File: src/rtl/elevator_pkg.sv
// Shared types and helpers for the multi-car elevator controller.
package elevator_pkg;

    typedef enum logic [1:0] {IDLE, MOVE, DOOR, HALT} car_state_t;

    localparam logic [1:0] DIR_IDLE = 2'b00;
    localparam logic [1:0] DIR_UP   = 2'b01;
    localparam logic [1:0] DIR_DN   = 2'b10;

    localparam int DEF_MOVE_CYCLES = 2;
    localparam int DEF_DOOR_CYCLES = 3;

    function automatic int floor_w(input int n);
        return (n > 2) ? $clog2(n) : 1;
    endfunction

endpackage

File: src/rtl/elevator_car.sv
// One car: scheduling FSM, floor register, move/door timers and the
// call-clear masks it raises during the first door cycle.
module elevator_car
    import elevator_pkg::*;
#(
    parameter int N_FLOORS    = 7,
    parameter int MOVE_CYCLES = DEF_MOVE_CYCLES,
    parameter int DOOR_CYCLES = DEF_DOOR_CYCLES,
    parameter int FLOOR_W     = floor_w(N_FLOORS)
) (
    input  logic                clock,
    input  logic                reset_start,
    input  logic                emergency,
    input  logic [N_FLOORS-1:0] car_pend,
    input  logic [N_FLOORS-1:0] hall_up_pend,
    input  logic [N_FLOORS-1:0] hall_dn_pend,
    output logic [FLOOR_W-1:0]  floor,
    output logic [1:0]          dir,
    output logic                door_open,
    output car_state_t          state,
    output logic [N_FLOORS-1:0] clr_car,
    output logic [N_FLOORS-1:0] clr_up,
    output logic [N_FLOORS-1:0] clr_dn
);
    localparam int MC_W = (MOVE_CYCLES > 1) ? $clog2(MOVE_CYCLES) : 1;
    localparam int DC_W = (DOOR_CYCLES > 1) ? $clog2(DOOR_CYCLES) : 1;

    logic [MC_W-1:0]     move_cnt;
    logic [DC_W-1:0]     door_cnt;
    logic [1:0]          last_dir;
    logic                door_all;
    logic [N_FLOORS-1:0] demand;
    logic [N_FLOORS-1:0] oh;
    logic [FLOOR_W-1:0]  nf;
    logic                here, above, below, going_up, stop, ahead_cur, sweep;

    function automatic logic at(input logic [N_FLOORS-1:0] d, input logic [FLOOR_W-1:0] f);
        logic r;
        r = 1'b0;
        for (int i = 0; i < N_FLOORS; i++)
            if (FLOOR_W'(i) == f) r = d[i];
        return r;
    endfunction

    function automatic logic beyond(input logic [N_FLOORS-1:0] d, input logic [FLOOR_W-1:0] f,
                                    input logic up);
        logic r;
        r = 1'b0;
        for (int i = 0; i < N_FLOORS; i++)
            if (up ? (FLOOR_W'(i) > f) : (FLOOR_W'(i) < f)) r = r | d[i];
        return r;
    endfunction

    always_comb begin
        demand    = car_pend | hall_up_pend | hall_dn_pend;
        here      = at(demand, floor);
        above     = beyond(demand, floor, 1'b1);
        below     = beyond(demand, floor, 1'b0);
        going_up  = (last_dir == DIR_UP);
        nf        = going_up ? floor + FLOOR_W'(1) : floor - FLOOR_W'(1);
        // Stop at the next floor for our own call, a same-direction hall call, or end of run.
        stop      = at(car_pend, nf) | (going_up ? at(hall_up_pend, nf) : at(hall_dn_pend, nf))
                  | ~beyond(demand, nf, going_up);
        ahead_cur = (last_dir == DIR_UP) ? above : (last_dir == DIR_DN) ? below : 1'b0;
        // A stop made from IDLE, or with nothing further ahead, serves both hall buttons.
        sweep     = door_all | ~ahead_cur;
        oh        = N_FLOORS'(1) << floor;
        clr_car   = '0;
        clr_up    = '0;
        clr_dn    = '0;
        if (state == DOOR && door_cnt == '0) begin
            clr_car = oh;
            if (sweep || last_dir == DIR_UP) clr_up = oh;
            if (sweep || last_dir == DIR_DN) clr_dn = oh;
        end
        door_open = (state == DOOR);
        dir       = (state == MOVE || state == DOOR) ? last_dir : DIR_IDLE;
    end

    always_ff @(posedge clock or negedge reset_start) begin
        if (!reset_start) begin
            state    <= IDLE;
            floor    <= '0;
            last_dir <= DIR_IDLE;
            move_cnt <= '0;
            door_cnt <= '0;
            door_all <= 1'b0;
        end else if (emergency) begin
            state <= HALT;
        end else begin
            case (state)
                HALT: begin
                    state    <= IDLE;
                    move_cnt <= '0;
                    door_cnt <= '0;
                end
                IDLE: begin
                    if (here) begin
                        state    <= DOOR;
                        door_all <= 1'b1;
                    end else if (above && (last_dir != DIR_DN || !below)) begin
                        state    <= MOVE;
                        last_dir <= DIR_UP;
                    end else if (below) begin
                        state    <= MOVE;
                        last_dir <= DIR_DN;
                    end
                end
                MOVE: begin
                    if (move_cnt == MC_W'(MOVE_CYCLES - 1)) begin
                        move_cnt <= '0;
                        floor    <= nf;
                        if (stop) begin
                            state    <= DOOR;
                            door_all <= 1'b0;
                        end
                    end else begin
                        move_cnt <= move_cnt + MC_W'(1);
                    end
                end
                DOOR: begin
                    if (door_cnt == DC_W'(DOOR_CYCLES - 1)) begin
                        door_cnt <= '0;
                        state    <= IDLE;
                    end else begin
                        door_cnt <= door_cnt + DC_W'(1);
                    end
                end
                default: state <= IDLE;
            endcase
        end
    end

endmodule

File: src/rtl/elevator_ctrl_n.sv
// N-car elevator controller: hall/car call registers, per-car FSM array,
// merged call clearing, busy-time counter and idle flag.
module elevator_ctrl_n
    import elevator_pkg::*;
#(
    parameter int  N_FLOORS    = 7,
    parameter int  N_CARS      = 2,
    parameter int  MOVE_CYCLES = DEF_MOVE_CYCLES,
    parameter int  DOOR_CYCLES = DEF_DOOR_CYCLES,
    parameter int  TIME_W      = 8,
    localparam int FLOOR_W     = floor_w(N_FLOORS)
) (
    input  logic                        clock,
    input  logic                        reset_start,
    input  logic [N_FLOORS-1:0]         hall_up_req,
    input  logic [N_FLOORS-1:0]         hall_dn_req,
    input  logic [N_CARS*N_FLOORS-1:0]  car_req,
    input  logic [N_CARS-1:0]           emergency,
    output logic [N_CARS*FLOOR_W-1:0]   car_floor,
    output logic [N_CARS*2-1:0]         car_dir,
    output logic [N_CARS-1:0]           door_open,
    output logic [N_FLOORS-1:0]         hall_up_pend,
    output logic [N_FLOORS-1:0]         hall_dn_pend,
    output logic [N_CARS*N_FLOORS-1:0]  car_pend,
    output logic [TIME_W-1:0]           time_counter,
    output logic                        all_idle
);
    localparam logic [N_FLOORS-1:0] UP_MASK = {1'b0, {(N_FLOORS-1){1'b1}}};
    localparam logic [N_FLOORS-1:0] DN_MASK = {{(N_FLOORS-1){1'b1}}, 1'b0};

    logic [N_CARS-1:0][N_FLOORS-1:0] clr_car, clr_up, clr_dn;
    logic [N_FLOORS-1:0]             up_clr, dn_clr;
    car_state_t                      st [N_CARS];

    for (genvar g = 0; g < N_CARS; g++) begin : g_car
        elevator_car #(
            .N_FLOORS   (N_FLOORS),
            .MOVE_CYCLES(MOVE_CYCLES),
            .DOOR_CYCLES(DOOR_CYCLES),
            .FLOOR_W    (FLOOR_W)
        ) u_car (
            .clock       (clock),
            .reset_start (reset_start),
            .emergency   (emergency[g]),
            .car_pend    (car_pend[g*N_FLOORS +: N_FLOORS]),
            .hall_up_pend(hall_up_pend),
            .hall_dn_pend(hall_dn_pend),
            .floor       (car_floor[g*FLOOR_W +: FLOOR_W]),
            .dir         (car_dir[g*2 +: 2]),
            .door_open   (door_open[g]),
            .state       (st[g]),
            .clr_car     (clr_car[g]),
            .clr_up      (clr_up[g]),
            .clr_dn      (clr_dn[g])
        );
    end

    // Several cars may clear the same hall bit at once; the lowest index is the
    // credited one, but the register only needs the union.
    always_comb begin
        up_clr   = '0;
        dn_clr   = '0;
        all_idle = ~(|hall_up_pend | |hall_dn_pend | |car_pend);
        for (int k = 0; k < N_CARS; k++) begin
            up_clr = up_clr | clr_up[k];
            dn_clr = dn_clr | clr_dn[k];
            if (st[k] != IDLE) all_idle = 1'b0;
        end
    end

    // Set wins over clear on the same edge.
    always_ff @(posedge clock or negedge reset_start) begin
        if (!reset_start) begin
            hall_up_pend <= '0;
            hall_dn_pend <= '0;
            car_pend     <= '0;
            time_counter <= '0;
        end else begin
            hall_up_pend <= (hall_up_pend & ~up_clr) | (hall_up_req & UP_MASK);
            hall_dn_pend <= (hall_dn_pend & ~dn_clr) | (hall_dn_req & DN_MASK);
            car_pend     <= (car_pend & ~clr_car) | car_req;
            if (!all_idle && time_counter != '1)
                time_counter <= time_counter + TIME_W'(1);
        end
    end

endmodule

File: config.mk
export PLATFORM = sky130hd
export DESIGN_NAME = elevator_ctrl_n
export DESIGN_NICKNAME = d
export VERILOG_FILES = /design/src/rtl/elevator_pkg.sv /design/src/rtl/elevator_car.sv /design/src/rtl/elevator_ctrl_n.sv
export SDC_FILE = /design/constraint.sdc
export NUM_CORES = 1
export LEC_CHECK = 0
export ABC_CLOCK_PERIOD_IN_PS = 3900
export BUFFER_PORTS_ARGS = -buffer_cell sky130_fd_sc_hd__buf_2
export CAP_MARGIN = 20
export CORE_MARGIN = 2
export CORE_UTILIZATION = 57
export CTS_CLUSTER_DIAMETER = 80
export DETAILED_ROUTE_END_ITERATION = 16
export PLACE_DENSITY = 0.81
export REMOVE_ABC_BUFFERS = 1
export SETUP_SLACK_MARGIN = 0.5
export SLEW_MARGIN = 20
export SYNTH_ARGS = -nofsm -noshare
export SYNTH_HDL_FRONTEND = slang
export SYNTH_HIERARCHICAL = 1
export SYNTH_SLANG_ARGS = --single-unit
File: constraint.sdc
create_clock -name clock -period 3.9 [get_ports clock]
set_input_delay 0.195 -clock clock [delete_from_list [all_inputs] [get_ports clock]]
set_output_delay 0.195 -clock clock [all_outputs]
set_load 0.05 [all_outputs]
==> metrics.log <==
[metrics] status: completed
[metrics] CTS Hold Bufs: 0
[metrics] flip-flop cell with the highest count after synthesis: sky130_fd_sc_hd__dfrtp_1
[metrics] most repeated library cell on the critical path: sky130_fd_sc_hd__a21oi_1
[metrics] internal power consumption: 1.99 mW
[metrics] upper clock frequency limit: 0.333 GHz
[metrics] period utilization: 77.0%
[metrics] IO Pins: 81
[metrics] area fraction in compound gates after synthesis: 22.5%
[metrics] Filler Cell Count: 647
[metrics] maximum resistive drop on vdd: around 0.00048 V
[metrics] clock period minus worst slack: between 3 and 4 ns
[metrics] most common cell after layout, fill and taps aside: sky130_fd_sc_hd__buf_2
[metrics] buffers plus inverters on the worst setup path: 2
[metrics] power spent charging and discharging nets: 2.03 mW
[metrics] adder and majority cell fraction of the synthesized area: between 5 and 6%
[metrics] Synth Area in Simple Gates: between 20% and 30%
[metrics] type of the worst setup path: register to register
[metrics] proportion of power drawn by combinational gates: 60.5%
[metrics] area taken by multi-input logic gates: 0.00274 mm^2
[metrics] TNS Setup: 0 ns
[metrics] overall fraction of global-route tracks in use: 30.1%
[metrics] main combinational cell family by area after synthesis: simple AND/OR/NAND/NOR gates
[metrics] post-cts gate resize count: 0
[metrics] Synthesis Warnings: 6
[metrics] share of synthesized area spent on multiplexers: under 10%
[metrics] max-slew violation total from the final report: 0
[metrics] setup repair after global routing missed its margin: no
[metrics] cell taking the most area after synthesis: sky130_fd_sc_hd__dfrtp_1
[metrics] total power per unit cell area: 781 mW/mm^2
[metrics] sw frac: 50.5%
[metrics] diode insertion count for antenna repair: 0
[metrics] number of different library cells in the post-synthesis netlist: 70
[metrics] share of layout cells above drive strength 1: 21.2%
[metrics] max_slew headroom: between 30% and 40%
[metrics] first drt pass iteration count: 5
[metrics] core footprint: 0.00761 mm^2
[metrics] worst-case hold slack: 0.000347 ns
[metrics] critical-path cell with the highest stage delay: sky130_fd_sc_hd__ha_1
[metrics] number of max-cap violations: 0
[metrics] Final GP Congestion: between 0.9 and 1
[metrics] top area cells in the synthesized netlist: sky130_fd_sc_hd__dfrtp_1 33%, sky130_fd_sc_hd__ha_1 5.9%, sky130_fd_sc_hd__nor2_1 5.3%
[metrics] Reg area: about 0.0015 mm^2
[metrics] Final Routed Wirelength: around 13,000 um
[metrics] part of the power in the clock network: 15.5%
[metrics] detailed-route vias per instance: 6.23
[metrics] sequential-to-total area share from yosys stat: 32.8%
[metrics] number of cells on the worst reg-to-reg path: 10
[metrics] proportion of synthesized flip-flops having asynchronous set or reset: 100%
[metrics] x dimension of the die: 92.1 um
[metrics] IO Port Bufs: 78
[metrics] top fanout value on the critical path: 14
[metrics] Worst Path Arrival: 3.22 ns
[metrics] Tightest Pin Transition: 1.01 ns
[metrics] maximum level of the CTS H-tree: 3
[metrics] cell family contributing the most delay on the critical path: compound AO/OA/AOI/OAI gates
[metrics] initial DRC count: 495
[metrics] number of antenna violations at the first check in global routing: 0
[metrics] Layout Skew: 0.0110 ns
[metrics] placed wire-length estimate after detailed placement: 9260 um
[metrics] number of synthesized register bits: 58
[metrics] setup violation total in the final timing report: 0
[metrics] via count of the first global-routing pass: 4,051
[metrics] buffer depth of the longest clock path: 2
[metrics] grt ovf: 0
[metrics] endpoint class of the critical path: register
[metrics] starting utilization of the core area: 58.2%
[metrics] clock-pin slew on the worst setup and hold paths: approximately 0.070 ns
[metrics] endpoint required time on the critical path: approximately 4 ns
[metrics] share of power burned in registers: 23.9%
[metrics] clock latency on the worst-skew pair: 0.34 ns
[metrics] Die Ht: roughly 92 um
[metrics] DRC violation count after routing: 0
[metrics] average cell area after synthesis: ~8.5 um^2
[metrics] Synth top area share: 32.8%
[metrics] slowest stage delay, CP: ~0.56 ns
[metrics] count of vias placed by the detailed router: 4,433
[metrics] highest-count cells in the layout ignoring fill and taps: 78 x sky130_fd_sc_hd__buf_2, 63 x sky130_fd_sc_hd__nor2_1, 58 x sky130_fd_sc_hd__dfrtp_1
[metrics] Cell Chain, Critical Path: buf_4 > inv_1 > ha_1 > mux4_2 > a21oi_1 > o21a_1 > a221oi_1 > a31oi_1 > a21oi_1 > o31a_1
[metrics] global-route wire length before repair: 20,400 um
[metrics] largest net degree at the start of global routing: a little under 60
[metrics] Post-CTS Repair Setup Buffers: 0
[metrics] area enclosed by the die boundary: 0.00849 mm^2
[metrics] number of antenna-violating nets in the routed design: 0
[metrics] Layout area overhead: 16.5%
[metrics] CTS sink count: 58
[metrics] Rows: 32
[metrics] element type at the critical path start: register
[metrics] CTS root buf: sky130_fd_sc_hd__clkbuf_8
[metrics] leakage power figure: between 2 and 2.5 nW
[metrics] Mapped Area: around 0.0044 mm^2
[metrics] final hold violation count: 0
[metrics] xor and xnor area share after synthesis: 2.80%
[metrics] average wire per cell in the routed design: around 18 um
[metrics] number of nets in the final layout: 657
[metrics] TritonCTS Buffers: 9
[metrics] kind of path behind the tightest hold check: input port to async pin
[metrics] CTS tree: done
[metrics] instance count of the mapped netlist: between 500 and 600
[metrics] Stages on worst setup path: 10
[metrics] EDFF count, synth: 0
[layer usage]
layer / vias up / GRT usage, % / share of wire [%]
met5: - / 0 / 0
met1: 2099 / 43.2 / 43
li1: 2039 / - / -
met2: 255 / 45.6 / 45
met4: 0 / 11.7 / 2.5
met3: 40 / 5.09 / 8.9
[synthesized netlist by cell type, drive strengths merged, types with 7 or more instances]
cell and n:
nor2 63, dfrtp 58, inv 43, nand2 33, a21o 30, o21ai 26
a21oi 24, ha 21, nor3 21, nand2b 15, nand3 15, nor4 9
buf 8, clkbuf 8, nor2b 8, and2 7, mux2 7, mux2i 7
o211ai 7, or3 7
[worst paths after layout]
check                                                         start                                  end  slack, ns
worst min-delay path                                    reset_start  g_car[1].u_car/move_cnt$_DFFE_PN0P_     0.0003
max in group asynchronous                               reset_start            hall_up_pend[3]$_DFF_PN0_       3.39
worst max-delay path            g_car[0].u_car/floor[1]$_DFFE_PN0P_  g_car[0].u_car/state[0]$_DFFE_PN0P_       0.90
worst min register to register          time_counter[5]$_DFFE_PN0P_          time_counter[5]$_DFFE_PN0P_       0.50
min in group clock                                   hall_dn_req[2]            hall_dn_pend[2]$_DFF_PN0_       0.03
worst max register to register  g_car[0].u_car/floor[1]$_DFFE_PN0P_  g_car[0].u_car/state[0]$_DFFE_PN0P_       0.90
[layout make-up]
cell class / instances / area share, %
repair buffers: 87 / 8.89
flip-flops and latches: 58 / 28.2
clock buffers: 11 / 2.74
clock inverters: 5 / 1.51
multi-input cells: 405 / 53.1
inverters: 43 / 3.13
well taps: 102 / 2.48
[flip-flops by register name (all words and copies together), names as in the netlist]
register	count
car_pend	14
time_counter	8
hall_dn_pend	7
hall_up_pend	7
g_car.u_car/floor	6
g_car.u_car/door_cnt	4
g_car.u_car/last_dir	4
g_car.u_car/state	4
g_car.u_car/door_all	2
g_car.u_car/move_cnt	2
[power groups by stage]
stage	clock network [mW]	registers, mW	logic (mW)
finish	0.625	0.964	2.43
global route	0.662	0.985	2.63
CTS	0.629	0.956	2.40
detailed placement	0	0.965	2.39
global placement	0	0.956	2.34
floorplan	0	1.25	1.52
[kinds of logic (layout without fill, tap and decap cells)]
group,count (synthesis),in the layout
and+or+nand+nor,208,208
AOI/OAI and AO/OA,144,144
buffers and inverters,59,146
DFF,58,58
adders and majority gates,21,21
muxes,20,20
xor gates and xnor gates,12,12
[worst register-to-register path: cells and delay by family (launching register included)]
kind                     cells  cell delay, ns
multiplexers                 1            0.55
AO/OA/AOI/OAI                6            1.18
buffers and inverters        2            0.28
adder cells (fa/ha/maj)      1            0.57
flip-flops                   1            0.33
[per-stage QoR]
stage | cells | utilization (%) | setup slack (ns) | power [mW] | instance area, um^2
after floorplan | 506 | - | 0.565 | 2.76 | 4350
after global placement | 695 | 64.9 | 1.05 | 3.30 | 4930
after detailed placement | 695 | 64.9 | 0.968 | 3.35 | 4930
after CTS | 711 | 67.7 | 0.952 | 3.99 | 5150
after global routing | 711 | 67.7 | 0.739 | 4.28 | 5150
final | 711 | 67.7 | 0.896 | 4.02 | 5150
Power figures use the tool's default switching activity.
